==> src/rtl/rv32i_pkg.sv <==
// Shared RV32I definitions used by the fetch path and the instruction memory model.
package rv32i_pkg;

  localparam int XLEN = 32;

  // Canonical NOP (addi x0, x0, 0); the memory returns this on bubble cycles.
  localparam logic [XLEN-1:0] NOP_INSTR = 32'h0000_0013;

  // Byte distance between consecutive 32-bit instructions.
  localparam logic [XLEN-1:0] PC_STEP = 32'd4;

  typedef logic [XLEN-1:0] word_t;

  // Force a byte address onto a word boundary by clearing the low two bits.
  function automatic word_t alignPc(input word_t pc);
    return {pc[XLEN-1:2], 2'b00};
  endfunction

endpackage

==> src/rtl/fetch_skid_buf.sv <==
// One-entry holding register for a fetched instruction and its PC.
// Catches the memory's read data when decode stalls, because the memory
// replaces its output with a NOP on any cycle nobody requests a read.
module fetch_skid_buf
  import rv32i_pkg::*;
(
  input  logic  clk,
  input  logic  rst,
  input  logic  load,
  input  logic  drain,
  input  logic  flush,
  input  word_t d_instr,
  input  word_t d_pc,
  output logic  full,
  output word_t q_instr,
  output word_t q_pc
);

  logic  fullQ, fullD;
  word_t instrQ, instrD;
  word_t pcQ, pcD;

  // Next-state selection: a flush wins over a load, and a load wins over a drain.
  always_comb begin
    fullD  = fullQ;
    instrD = instrQ;
    pcD    = pcQ;
    if (flush) begin
      fullD = 1'b0;
    end else if (load) begin
      fullD  = 1'b1;
      instrD = d_instr;
      pcD    = d_pc;
    end else if (drain) begin
      fullD = 1'b0;
    end
  end

  // Storage for the occupancy flag and the held instruction/PC pair.
  always_ff @(posedge clk or posedge rst) begin
    if (rst) begin
      fullQ  <= 1'b0;
      instrQ <= NOP_INSTR;
      pcQ    <= '0;
    end else begin
      fullQ  <= fullD;
      instrQ <= instrD;
      pcQ    <= pcD;
    end
  end

  assign full    = fullQ;
  assign q_instr = instrQ;
  assign q_pc    = pcQ;

endmodule

==> src/rtl/fetch_unit.sv <==
// Instruction fetch front end: owns the fetch PC, issues one read per cycle
// to a memory with a one-cycle registered read, and hands instructions to
// decode through a valid/ready handshake. A redirect squashes whatever is in
// flight or held and restarts fetch at the new target.
module fetch_unit
  import rv32i_pkg::*;
#(
  parameter word_t RESET_PC = 32'h0000_0000
) (
  input  logic  clk,
  input  logic  rst,
  output word_t imem_addr,
  output logic  imem_en,
  output logic  imem_nop,
  input  word_t imem_instr,
  input  logic  id_ready,
  output logic  if_valid,
  output word_t if_instr,
  output word_t if_pc,
  input  logic  redirect_valid,
  input  word_t redirect_pc
);

  word_t fetchPcQ, fetchPcD;
  logic  inflightQ, inflightD;
  word_t inflightPcQ, inflightPcD;

  logic  skidFull;
  word_t skidInstr;
  word_t skidPc;

  logic  ifValidInt;
  logic  issue;
  logic  skidLoad;
  logic  skidDrain;

  // Handshake and issue decisions plus next-state for the PC and in-flight tracking.
  // Issue is held off during reset so the memory sees no request while rst is high.
  always_comb begin
    ifValidInt  = !rst && !redirect_valid && (skidFull || inflightQ);
    issue       = !rst && !redirect_valid && (!ifValidInt || id_ready);
    skidLoad    = !redirect_valid && !issue && inflightQ && !id_ready && !skidFull;
    skidDrain   = skidFull && id_ready;
    fetchPcD    = fetchPcQ;
    inflightD   = 1'b0;
    inflightPcD = inflightPcQ;
    if (redirect_valid) begin
      fetchPcD = alignPc(redirect_pc);
    end else if (issue) begin
      inflightD   = 1'b1;
      inflightPcD = fetchPcQ;
      fetchPcD    = fetchPcQ + PC_STEP;
    end
  end

  // Fetch PC and in-flight request registers.
  always_ff @(posedge clk or posedge rst) begin
    if (rst) begin
      fetchPcQ    <= RESET_PC;
      inflightQ   <= 1'b0;
      inflightPcQ <= '0;
    end else begin
      fetchPcQ    <= fetchPcD;
      inflightQ   <= inflightD;
      inflightPcQ <= inflightPcD;
    end
  end

  fetch_skid_buf u_skid (
    .clk     (clk),
    .rst     (rst),
    .load    (skidLoad),
    .drain   (skidDrain),
    .flush   (redirect_valid),
    .d_instr (imem_instr),
    .d_pc    (inflightPcQ),
    .full    (skidFull),
    .q_instr (skidInstr),
    .q_pc    (skidPc)
  );

  assign imem_addr = fetchPcQ;
  assign imem_en   = issue;
  assign imem_nop  = !issue;
  assign if_valid  = ifValidInt;
  assign if_instr  = skidFull ? skidInstr : imem_instr;
  assign if_pc     = skidFull ? skidPc : inflightPcQ;

  // A held instruction and a fresh in-flight read would mean two candidates for one slot.
  assert property (@(posedge clk) disable iff (rst) !(skidFull && inflightQ));

endmodule

==> config.mk <==
export PLATFORM = sky130hd
export DESIGN_NAME = fetch_unit
export DESIGN_NICKNAME = d
export VERILOG_FILES = /design/src/rtl/rv32i_pkg.sv /design/src/rtl/fetch_skid_buf.sv /design/src/rtl/fetch_unit.sv
export SDC_FILE = /design/constraint.sdc
export NUM_CORES = 1
export LEC_CHECK = 0
export BUFFER_PORTS_ARGS = -buffer_cell sky130_fd_sc_hd__buf_2
export CAP_MARGIN = 20
export CORE_ASPECT_RATIO = 2
export CORE_MARGIN = 3
export CORE_UTILIZATION = 40
export CTS_CLUSTER_DIAMETER = 200
export CTS_CLUSTER_SIZE = 40
export DETAILED_ROUTE_END_ITERATION = 12
export MAX_ROUTING_LAYER = met4
export PLACE_DENSITY = 0.65
export REMOVE_ABC_BUFFERS = 1
export SYNTH_ARGS = -nofsm -noshare
export SYNTH_HDL_FRONTEND = slang
export SYNTH_SLANG_ARGS = --single-unit
==> constraint.sdc <==
create_clock -name clk -period 6.66 [get_ports clk]
set_input_delay 1.332 -clock clk [delete_from_list [all_inputs] [get_ports clk]]
set_output_delay 1.332 -clock clk [all_outputs]
set_load 0.1 [all_outputs]
# Yosys cells after proc, flatten, opt, wreduce, memory -nomap -nowiden
# Cells that the tools add are included.
[totals] mem_bits_rw=0 out_inout_bits=99 mem_bits_ro=0 register_bits=130 mem_count=0 inputBits=68 latch_bits=0 wordCells=37
[op_classes] n_eq_ne=0 bitwise=1 muxes=9 n_shift=0 magnitude_cmp=0 div=0 addsub=1 reduce_logical=20 multipliers=0
[ops] cell="$mux 32" count=4
[ops] cell="$add 32x3->32 const B" count=1
[ops] cell="$logic_and 1x1->1" count=8
[ops] cell="$logic_not 1->1" count=6
[ops] cell="$mux 1" count=5
[ops] cell="$reduce_and 2->1" count=2
[ops] cell="$reduce_bool 3->1" count=1
[ops] cell="$logic_or 1x1->1" count=2
[ops] cell="$reduce_bool 2->1" count=1
[ops] cell="$not 1->1" count=1

# Depth between registers and ports, before layout
[logic_depth] depth_word=13 depth_mapped=7 ltp_nobuf=5

# By module
# From an unflattened synthesis, not the netlist that was laid out.
[unflattened] cells_unflattened=552 hier_area_um2=6468.7
[by_module_without_submodules] module="fetch_unit" instances=1 area_each_um2=3719.8 seq_area_each_um2=1526.5 cells_each=411
[by_module_without_submodules] module="fetch_skid_buf" instances=1 area_each_um2=2748.9 seq_area_each_um2=1630.3 cells_each=141

# Least setup slack after synthesis
# No wires, ideal clock.
[synth_path] path_type="input to output" startpoint="in rst" endpoint="out imem_en" t_required_ns=5.328 arrival_ns=5.888 path_slack_ns=-0.560 path_buffers=2 path_stages=5 path_cell_list="inv_1 nand3_1 buf_2 buf_1 inv_1"
[synth_between] elab_chain_cells=6
[synth_lines] element="from (decl)" line="fetch_unit.sv:11" rtl="input logic rst,"
[synth_lines] element="$logic_not 1->1 (no source line) (*)"
[synth_lines] element="$logic_and 1x1->1 (*)" line="fetch_unit.sv:40, fetch_unit.sv:41"
[synth_lines] element="$logic_and 1x1->1" line="fetch_unit.sv:40" rtl="ifValidInt = !rst && !redirect_valid && (skidFull || inflightQ);"
[synth_lines] element="$logic_not 1->1" line="fetch_unit.sv:41" rtl="issue = !rst && !redirect_valid && (!ifValidInt || id_ready);"
[synth_lines] element="$logic_or 1x1->1" line="fetch_unit.sv:41"
[synth_lines] element="$logic_and 1x1->1 (*)" line="fetch_unit.sv:41"
[synth_lines] element="to (decl)" line="fetch_unit.sv:13" rtl="output logic imem_en,"
# Mark *: on every way between the ends. The rest lies on a longest branch, timed or not.

# Worst setup path in the final report
[layout_path] startpoint="in redirect_valid" endpoint="out imem_nop"
[layout_between] elab_chain_cells=7
[layout_lines] element="from (decl)" line="fetch_unit.sv:20" rtl="input logic redirect_valid,"
[layout_lines] element="$logic_not 1->1 (*)" line="fetch_unit.sv:40, fetch_unit.sv:41"
[layout_lines] element="$logic_and 1x1->1 (*)" line="fetch_unit.sv:40, fetch_unit.sv:41"
[layout_lines] element="$logic_and 1x1->1" line="fetch_unit.sv:40"
[layout_lines] element="$logic_not 1->1" line="fetch_unit.sv:41"
[layout_lines] element="$logic_or 1x1->1" line="fetch_unit.sv:41"
[layout_lines] element="$logic_and 1x1->1 (*)" line="fetch_unit.sv:41"
[layout_lines] element="$logic_not 1->1 (*)" line="fetch_unit.sv:84" rtl="assign imem_nop = !issue;"
[layout_lines] element="to (decl)" line="fetch_unit.sv:14" rtl="output logic imem_nop,"
# Marked as above.

==> run_results.csv <==
group,metric,value,unit
sta,rsz0062_at_grt,"false",
cts,cts_num_sinks,124,
sta,relSlewSlack,38.1,%
critical_path,path_max_fanout,37,
global_route,grt_pass1_vias,5077,
sta,period_share,67.0,%
finish,n_fill_cell,1341,
cts,clk_pin_slew,0.05,ns
sta,min_period,4.46,ns
synthesis,synthArstFlopShare,100,%
synthesis,synthCells,500,
hold_path,holdCritPathClass,"reg -> reg",
finish,layout_commonest_cell,"buf_2",
power_and_ir_drop,cellLeakagePower,0.00339,uW
floorplan,fp.dieW,93.3,um
power_and_ir_drop,p_per_area,393,nW/um2
critical_path,start_kind,"input port",
cts,post_cts_buffers,0,
sta,clock_skew,0.00941,ns
routing,drt-pass1-iter-count,4,
routing,wire_per_inst,17.8,um
synthesis,yosys_warnings,0,
cts,htree_levels,4,
sta,fmax,224,MHz
critical_path,critPathCaptureType,"output pin",
sta,final_hold_viol_count,0,
synthesis,ys_seq_area_share,51.0,%
finish,nets,723,
run_status,outcome,"finished, final reports clean",
sta,setup_violations,0,
synthesis,synth-edff-count,0,
finish,syn_to_final_growth,27.0,%
synthesis,yosysUniqueCellTypes,40,
synthesis,yosys_most_used_dff,"dfrtp_1",
job,cap_violations,0,
sta,drv_slew,0,
sta,finalSetupTns,0,ns
routing,drc,0,
global_route,grt_overflow,0,
finish,n_antenna_cell,0,
power_and_ir_drop,vdd_drop_max,0.183,mV
placed_design,numPortBuffers,160,
placed_design,dpl.hpwl,10900,um
critical_path,timing_worst_setup_path_type,"in -> out",
routing,wl,15400,um
finish,design_area,7740,um2
finish,drive_above_1_share,53.8,%
floorplan,dieArea,16900,um2
global_route,grtUsageTotal,19.7,%
placed_design,placed_area,7060,um2
critical_path,rrSetupSlack,3.80,ns
floorplan,row_count,63,
cts,cts_max_path_buffers,2,
floorplan,dieHeight,181,um
global_route,grt_max_degree,80,
cts,cts_tree,"done",
routing,drt-initial-drc-count,197,
cts,cts.root.buffer_cell,"clkbuf_16",
sta,worst_slew_pin_slew,0.929,ns
finish,utilization,52.0,%
floorplan,start_util,40.9,%
routing,num_vias,4656,
synthesis,syn_area_per_cell,12.2,um2
critical_path,cp.required,5.33,ns
floorplan,ioPinCount,167,
cts,clkLatencyLatePin,0.41,ns
cts,postCtsHoldBufs,0,
global_route,antenna_found_initial,0,
critical_path,cp.arrival,3.13,ns
global_route,grt_pass1_wl,25100,um
finish,final_cell_mix,"160 x buf_2, 151 x mux2_2, 120 x dfrtp_1",
floorplan,core,14900,um2
placed_design,place_congestion,0.846,
synthesis,ys_ff_latch,124,
cts,cts_inserted_buffers,17,
routing,via_per_inst,5.40,
synthesis,synth_area,6100,um2
cts,ctsResizeCount,0,
routing,ant_nets,0,
## flip-flops by register name (all words and copies together), names as in the netlist
name / cells
u_skid.q_instr: 32
imem_addr: 30
inflightPcQ: 30
u_skid.q_pc: 30
inflightQ: 1
u_skid.full: 1
## stage by stage
stage / hold WS [ns] / std cells / worst slack [ns] / total power (uW)
after floorplan: 0.462 / 469 / -2.60 / 1900
after global placement: 0.480 / 829 / 2.21 / 2010
after detailed placement: 0.490 / 829 / 2.17 / 2050
after CTS: 0.505 / 861 / 2.18 / 3070
after global routing: 0.512 / 862 / 2.04 / 3170
final: 0.499 / 862 / 2.20 / 3040
## critical path, stage by stage
cell and delay, ns:
buf_2 0.52, inv_2 0.45, nand3_2 0.31, buf_2 0.47
## final timing paths
path | end | from | cells past startpoint
max in group asynchronous | u_skid.q_instr[1]$_DFFE_PP1P_ | rst | 4
min in group asynchronous | u_skid.full$_DFFE_PP0P_ | rst | 2
hold / removal | u_skid.q_instr[11]$_DFFE_PP0P_ | u_skid.q_instr[11]$_DFFE_PP0P_ | 1
setup / recovery | imem_nop | redirect_valid | 4
hold reg to reg | u_skid.q_instr[11]$_DFFE_PP0P_ | u_skid.q_instr[11]$_DFFE_PP0P_ | 1
setup reg to reg | imem_addr[27]$_DFFE_PP0P_ | u_skid.full$_DFFE_PP0P_ | 5
## area by class of cell
cell class	instances	area, um2	share of cell area [%]
Sequential cell	124	3110	40.2
Multi-Input combinational cell	338	2840	36.6
Timing Repair Buffer	166	866	11.2
Clock buffer	18	439	5.67
Tap cell	195	244	3.15
Clock inverter	14	219	2.83
Inverter	7	31.3	0.404
## kinds of logic after synthesis
kind of cell	count (synthesis)	share of synthesized area (%)
fa+ha+maj	1	0.205
compound gates	50	5.17
mux	152	28.1
buf+inv	41	2.95
simple gates	124	11.6
xor+xnor	7	1.01
other cells	1	0.0615
flops	124	51.0
## routing by layer
metal	wire length (um)	GRT usage [%]	vias up	share of wire [%]
li1	-	-	2160	-
met1	5630	20.0	2319	37
met2	8580	35.2	145	56
met3	671	4.14	32	4.4
met4	488	9.04	0	3.2
met5	0	-	-	0
## synth_stat cells, types with 3 or more instances
library cell | instances | area, um2
nor2_1 | 16 | 60.1
o21ai_0 | 19 | 95.1
inv_1 | 6 | 22.5
clkbuf_1 | 18 | 67.6
buf_4 | 4 | 30.0
mux2_2 | 151 | 1700
nand4_1 | 13 | 81.3
a31oi_1 | 14 | 87.6
xor2_1 | 5 | 43.8
or3_1 | 10 | 62.6
o211ai_1 | 5 | 37.5
nand2_1 | 29 | 109
dfrtp_1 | 121 | 3030
buf_1 | 3 | 11.3
o31ai_1 | 7 | 52.6
dfstp_2 | 3 | 78.8
nand3_1 | 16 | 80.1
or4_1 | 16 | 120
buf_2 | 9 | 45.0
and4_1 | 8 | 70.1
## report_power, final
part	leakage, uW	switching, uW	total [uW]	internal [uW]
Sequential	0.00147	121	1060	935
Clock	0.000304	338	1010	674
Combinational	0.00162	719	972	253
No activity file was read; power rests on OpenSTA's default activity.
